### config.mk
export PLATFORM = sky130hd
export DESIGN_NAME = regfile_wb_scoreboard
export DESIGN_NICKNAME = d
export VERILOG_FILES = /design/src/rtl/regfile_wb_scoreboard.sv
export SDC_FILE = /design/constraint.sdc
export NUM_CORES = 2
export LEC_CHECK = 0
export BUFFER_PORTS_ARGS = -buffer_cell sky130_fd_sc_hd__buf_2
export CORE_ASPECT_RATIO = 0.9
export CORE_MARGIN = 3
export CORE_UTILIZATION = 30
export CTS_CLUSTER_SIZE = 24
export DETAILED_ROUTE_END_ITERATION = 10
export PLACE_DENSITY = 0.49
export SYNTH_ARGS = -nofsm -noshare
export SYNTH_HDL_FRONTEND = slang
export SYNTH_SLANG_ARGS = --single-unit
### constraint.sdc
create_clock -name i_clk -period 11 [get_ports i_clk]
set_input_delay 1.1 -clock i_clk [delete_from_list [all_inputs] [get_ports i_clk]]
set_output_delay 1.1 -clock i_clk [all_outputs]
set_load 0.1 [all_outputs]
### src/rtl/regfile_wb_scoreboard.sv
// 32-entry register file with write-through bypass read ports and a
// per-register pending-write scoreboard feeding the hazard unit.
module regfile_wb_scoreboard #(
  parameter int DATA_W = 32,
  parameter int ADDR_W = 5
) (
  input  logic              i_clk,
  input  logic              i_rst_n,
  input  logic              i_wr_en,
  input  logic [ADDR_W-1:0] i_wr_addr,
  input  logic [DATA_W-1:0] i_wr_data,
  input  logic [ADDR_W-1:0] i_rs_addr,
  input  logic [ADDR_W-1:0] i_rt_addr,
  output logic [DATA_W-1:0] o_rs_data,
  output logic [DATA_W-1:0] o_rt_data,
  input  logic              i_iss_en,
  input  logic [ADDR_W-1:0] i_iss_addr,
  input  logic              i_flush,
  output logic              o_rs_busy,
  output logic              o_rt_busy,
  output logic [ADDR_W:0]   o_pend_cnt
);

  localparam int NREG = 2 ** ADDR_W;

  logic [DATA_W-1:0] r_mem [NREG];
  logic [NREG-1:0]   r_pend;
  logic [ADDR_W:0]   r_pend_cnt;

  logic [NREG-1:0]   w_pend_nxt;
  logic [ADDR_W:0]   w_cnt_nxt;
  logic              w_wr_valid;
  logic              w_rs_hit;
  logic              w_rt_hit;

  assign w_wr_valid = i_wr_en && (i_wr_addr != '0);

  // Flush beats everything; within a non-flush cycle an issue re-sets a bit
  // that the same cycle's write-back would otherwise clear.
  always_comb begin
    w_pend_nxt = r_pend;
    if (i_flush) begin
      w_pend_nxt = '0;
    end else begin
      if (w_wr_valid) w_pend_nxt[i_wr_addr] = 1'b0;
      if (i_iss_en && (i_iss_addr != '0)) w_pend_nxt[i_iss_addr] = 1'b1;
    end
    w_pend_nxt[0] = 1'b0;
  end

  always_comb begin
    w_cnt_nxt = '0;
    for (int i = 0; i < NREG; i++) begin
      w_cnt_nxt = w_cnt_nxt + (ADDR_W+1)'(w_pend_nxt[i]);
    end
  end

  always_ff @(posedge i_clk or negedge i_rst_n) begin
    if (!i_rst_n) begin
      for (int i = 0; i < NREG; i++) r_mem[i] <= '0;
    end else if (w_wr_valid) begin
      r_mem[i_wr_addr] <= i_wr_data;
    end
  end

  always_ff @(posedge i_clk or negedge i_rst_n) begin
    if (!i_rst_n) begin
      r_pend     <= '0;
      r_pend_cnt <= '0;
    end else begin
      r_pend     <= w_pend_nxt;
      r_pend_cnt <= w_cnt_nxt;
    end
  end

  assign w_rs_hit = i_wr_en && (i_wr_addr == i_rs_addr);
  assign w_rt_hit = i_wr_en && (i_wr_addr == i_rt_addr);

  // Reset gating keeps the bypass path from leaking i_wr_data while in reset.
  assign o_rs_data = (!i_rst_n || (i_rs_addr == '0)) ? '0 :
                     w_rs_hit ? i_wr_data : r_mem[i_rs_addr];
  assign o_rt_data = (!i_rst_n || (i_rt_addr == '0)) ? '0 :
                     w_rt_hit ? i_wr_data : r_mem[i_rt_addr];

  assign o_rs_busy  = i_rst_n && r_pend[i_rs_addr] && !w_rs_hit;
  assign o_rt_busy  = i_rst_n && r_pend[i_rt_addr] && !w_rt_hit;
  assign o_pend_cnt = r_pend_cnt;

endmodule

# [Word-level counts from Yosys, hierarchy flattened]
# Cells that the tools add are included.
[totals] regBits=1061 in_bits=57 output_inout_bits=72 elab_cells=127
[op_classes] addsub=30 magnitude_cmp=10 eq_ne=2 mux=25 bitwise_logic=6 reduce_logical=20
[op_table] op="$bwmux 1024" n=1
[op_table] op="$mux 32" n=13
[op_table] op="$bmux 32 s5" n=2
[op_table] op="$demux 32 s5" n=1
[op_table] op="$add 6x1->6" n=25
[op_table] op="$and 32x32->32" n=1
[op_table] op="$not 32->32" n=1
[op_table] op="$or 32x32->32" n=1
[op_table] op="$lt 5x6->1 const B" n=4
[op_table] op="$ge 6x6->1 const B" n=3
[op_table] op="$not 5->6" n=3
[op_table] op="$logic_and 1x1->1" n=11
[op_table] op="$bmux 1 s5" n=2
[op_table] op="$demux 1 s5" n=2
[op_table] op="$eq 5x5->1" n=2
[op_table] op="$ge 5x1->1 const B" n=2
[op_table] op="$logic_not 5->1" n=2
[op_table] op="$reduce_bool 5->1" n=2
[op_table] op="$add 5x1->6" n=1
[op_table] op="$lt 6x1->1 const B" n=1
[op_table] op="$add 4x1->5" n=1
[op_table] op="$add 3x1->4" n=1
[op_table] op="$mux 1" n=4
[op_table] op="$add 2x1->3" n=1
[op_table] op="3 further kinds" n=6

# [Depth between registers and ports, before layout]
[depth] depth_word=41 mapped_depth=22 ltp_nobuf=20

# [Worst setup path before layout]
# Ideal clock, no wire load.
[synth_path] kind="input to register" start="in i_wr_addr[1]" end="reg r_pend_cnt[4] (netlist: o_pend_cnt[4])" setup_time_ns=0.080 t_arrival_ns=6.488 slack_ns=4.432 stages=19 path_cell_list="clkbuf_1 > nor2_1 > and2_1 > nand2_1 > buf_2 > nand2_1 > a21o_1 > fa_1 > fa_1 > fa_1 > fa_1 > fa_1 > inv_1 > fa_1 > fa_1 > fa_1 > a21o_1 > a21oi_1 > xnor2_1"
[synth_via] elab_chain_len=41 word_cells_on_any_way=44 classes_between="add/sub (30); order compare (2); mux (6); bitwise (3); reduce/logical (3)"
[synth_lines] item="from (decl)" line="10" rtl="input logic [ADDR_W-1:0] i_wr_addr,"
[synth_lines] item="$lt 5x6->1 (not written as such) / $ge 5x1->1 (equally long branches)" line="45" rtl="if (w_wr_valid) w_pend_nxt[i_wr_addr] = 1'b0;"
[synth_lines] item="$logic_and 1x1->1 (not written as such)" line="45"
[synth_lines] item="$mux 1 (not written as such)" line="45"
[synth_lines] item="$demux 1 s5" line="45"
[synth_lines] item="$not 32->32 (no line)"
[synth_lines] item="$and 32x32->32 (no line)"
[synth_lines] item="$mux 32 *" line="45"
[synth_lines] item="$mux 32 *" line="42" rtl="if (i_flush) begin"
[synth_lines] item="[... 3 more ...]"
[synth_lines] item="$add 1x1->2" line="54" rtl="w_cnt_nxt = w_cnt_nxt + (ADDR_W+1)'(w_pend_nxt[i]);"
[synth_lines] item="$add 2x1->3" line="54"
[synth_lines] item="$add 3x1->4" line="54"
[synth_lines] item="$add 4x1->5" line="54"
[synth_lines] item="$add 5x1->6" line="54"
[synth_lines] item="$add 6x1->6 (24 in a row)" line="54"
[synth_lines] item="$add 6x1->6 *" line="54"
[synth_lines] item="net w_cnt_nxt[4]" line="31" rtl="logic [ADDR_W:0] w_cnt_nxt;"
[synth_lines] item="to (signal assigned)" line="72" rtl="r_pend_cnt <= w_cnt_nxt;"
[synth_lines] item="to (decl)" line="28" rtl="logic [ADDR_W:0] r_pend_cnt;"
# The timed path passes the listed nets; every way through them passes the cells marked *. The select of a mux whose other input is x is not followed.
# A chain may end at the register's enable or synchronous reset.

# [Worst setup path after layout]
[layout_path] start="in i_wr_addr[4]" end="reg r_pend_cnt[4] (netlist: o_pend_cnt[4])"
# Same word-level chain as after synthesis.

==> parameters.txt <==
Parameter                              Value

Worst setup path
  Crit path max-delay cell type    nor3b_1
  Worst reg2reg setup slack    5710 ps
  Critical path buffers and inverters    2
  Reg-to-reg startpoint    r_pend[6]
  Nature of the critical path endpoint    flip-flop
  Arrival time at the worst endpoint    7920 ps
  Type of the worst setup path    primary input to flip-flop
  Beginning of the critical path    i_wr_addr[4]
  Slowest cell delay on critical path    1030 ps
  Worst setup SP type    primary input
  Cell-by-cell trace of the critical path    buf_2, nor3b_1, nand2_4, nand2_1, a21o_1, fa_1, fa_1, fa_1, fa_1, fa_1, inv_1, fa_1, fa_1, fa_1, a21o_1, a21oi_1, xnor2_1
  Req. time, crit path    11680 ps
  Worst path most repeated cell    fa_1
  Largest fanout on the critical path    33
  Delay-heaviest family, CP    adder cells

Clocking
  Resized cells post-CTS    0
  Worst skew pair latency    770 ps
  H-Tree Depth    4
  Total clock buffers created by CTS    133
  CTS clk-pin slew, worst paths    60 ps
  Post-CTS setup buffers    0
  Clk root buf    clkbuf_16
  TritonCTS clock tree    done
  Number of hold buffers added after CTS    0
  Sink Count    1061
  Largest buffer count on any clock path    3

Power and ir drop
  Total leakage power    27.49 nW
  Maximum ir drop on the vdd rail    0.1598 mV
  Total power per unit cell area    182.7 nW/um^2

Global route
  Layer carrying the most global-route usage    met2
  Met3 Usage GRT    0.03016
  Overflow left after global routing    0
  First-pass GRT wire length    299300 um
  Initial antenna violation count    13
  Met1 routing resource usage after global routing    0.2882
  Number of global-route vias before repair    38750
  Largest net degree at the start of global routing    141
  Met2 Use GR    0.3379
  Global-route usage over all layers    0.2096

Placed design
  Detail Placement HPWL    113000 um
  Port-buffer cells    128
  Setup Slack @ Placement    3020 ps
  Final weighted congestion of routability-driven global placement    0.8108

Flow run
  Count of maximum capacitance violations    0

Logic synthesis
  Synth cell types    52
  EDFF count, synth    0
  Post-Synthesis Mean Instance Area    14.40 um^2
  Portion of the post-synthesis area used by sequential elements    0.4613
  Ys flop type    dfrtp_1
  Area fraction of the dominant cell type after synthesis    0.4613
  Post-synthesis cell count    3998
  Post-synth design cell area    57560 um^2
  Mapped Nets    4085
  Dominant cell type by area after synthesis    dfrtp_1
  Fraction of registers with async set/reset    1.000
  Number of synthesized register bits    1061
  Largest cells by area after synthesis    dfrtp_1, mux2_2, mux4_2
  Warning count from the yosys run    0

Timing
  Period Utilization, post-route    0.6589
  Crit path setup slack, layout    3752 ps
  Slew Limit Fails    0
  Fmax achieved    138.0 MHz
  Pin slew with the least headroom to its limit    1257 ps
  Total of endpoints with negative setup slack in the final report    0
  Worst-case headroom to the max-slew limit    0.1605
  Clock tree skew after final layout    13.55 ps
  TNS Setup    0 ps
  Unrepaired setup endpoints after global routing    no
  Number of hold violations in the final report    0
  Final critical delay including setup and external delays    7248 ps

Floorplanning
  Height of the die    421.5 um
  Effective utilization at floorplan    0.3037
  Die outline width    467.7 um
  Number of standard-cell rows in the floorplan    151
  Area enclosed by the die boundary    197200 um^2
  Core Footprint    189500 um^2
  I/O pin cnt    129

Layout
  Final Net Count    3974
  Most common cell after layout, fill and taps aside    dfrtp_1
  Area added between synthesis and finish    12.00%
  Highest-count cells in the layout ignoring fill and taps    dfrtp_1, mux2_2, mux4_2, mux2i_1, clkbuf_16
  Layout filler cell count    18300
  Fraction of final layout cells with drive strength greater than 1    0.4765
  Seq. cell area    26550 um^2
  Area of the multi-input gates    29070 um^2

Detailed routing
  Number of DRC markers in iteration 0    3368
  ANT nets after route    0
  Average vias per placed instance    5.764
  DRC    0
  Total number of vias    37490
  Routed WL    208000 um
  First-pass DRT Iterations    5
  Detail-routed net length per standard cell    31.98 um

Worst hold path
  Hold Path Class    primary input to async pin

Run status
  Outcome    finished clean
==> area by class of cell <==
| cell class | count | share of cell area |
|---|---|---|
| clock inverters | 19 | 0.002077 |
| well taps | 2524 | 0.04899 |
| diodes | 3 | 0.0001165 |
| clock buffers | 206 | 0.06267 |
| multi-input cells | 2447 | 0.4510 |
| repair buffers | 212 | 0.02145 |
| flip-flops and latches | 1061 | 0.4119 |
| inverters | 32 | 0.001863 |
==> layer usage <==
| layer | up-vias | share of wire |
|---|---|---|
| met2 | 1155 | 0.48 |
| met4 | 6 | 0.034 |
| met3 | 337 | 0.049 |
| met1 | 20740 | 0.44 |
| met5 | - | 0.00016 |
| li1 | 15250 | - |
==> stage by stage <==
step,power (mW),hold slack (ps),util,cell area [um^2],cells
5_1_grt,12.29,275.5,0.3402,64460,6502
6_report,11.78,269.6,0.3402,64460,6504
4_1_cts,11.88,245.8,0.3401,64460,6501
3_5_place_dp,7.577,383.3,0.3181,60280,6276
3_3_place_gp,7.521,376.7,0.3181,60280,6276
2_1_floorplan,6.883,441.3,-,57560,3998
==> path summary, 6_finish.rpt <==
path | to | depth (start not counted)
setup / recovery | o_pend_cnt[4] | 17
hold reg to reg | r_mem[992] | 0
min in group i_clk | r_mem[992] | 0
setup reg to reg | o_pend_cnt[4] | 14
hold / removal | r_mem[451] | 1
max in group asynchronous | r_mem[635] | 5
==> Yosys cell counts (5+ instances only) <==
master,number
ha_1,7
a21oi_1,31
a22oi_1,59
o21ai_1,18
inv_1,32
o21ai_0,18
o211ai_1,19
buf_4,29
dfrtp_1,1061
buf_2,140
mux4_2,423
buf_6,17
a211o_1,35
nor2_1,45
nor3_1,13
fa_1,23
o311ai_0,18
clkbuf_1,235
mux2_2,1017
o221ai_1,48
nand2_1,119
nor2b_1,27
mux2i_1,197
a22o_1,35
a21o_1,26
nand2b_1,23
buf_1,37
nand4_1,11
a31oi_1,6
a32o_1,62
a211oi_1,50
nand3b_1,7
a221oi_1,18
xor2_1,5
xnor2_1,8
o22ai_1,49
==> sequential cells by signal, summed over array words and instances, names as in the netlist <==
signal and cells:
o_pend_cnt 6, r_mem 1024, r_pend 31
==> kinds of logic after synthesis <==
| family | Yosys count | share of synthesized area |
|---|---|---|
| fa+ha+maj | 30 | 0.009521 |
| simple gates | 266 | 0.02174 |
| xor+xnor | 13 | 0.001978 |
| buf+inv | 490 | 0.03911 |
| compound gates | 501 | 0.06761 |
| flops | 1061 | 0.4613 |
| mux | 1637 | 0.3988 |
==> power breakdown <==
group / switching (mW) / total [mW] / leakage [nW] / internal (mW)
sequential: 0.513 / 5.14 / 13.6 / 4.63
clock: 1.73 / 4.26 / 2.06 / 2.53
combinational: 1.11 / 2.38 / 11.8 / 1.27
total: 3.35 / 11.8 / 27.5 / 8.43
Note: power is estimated with default switching activity, not from simulation.
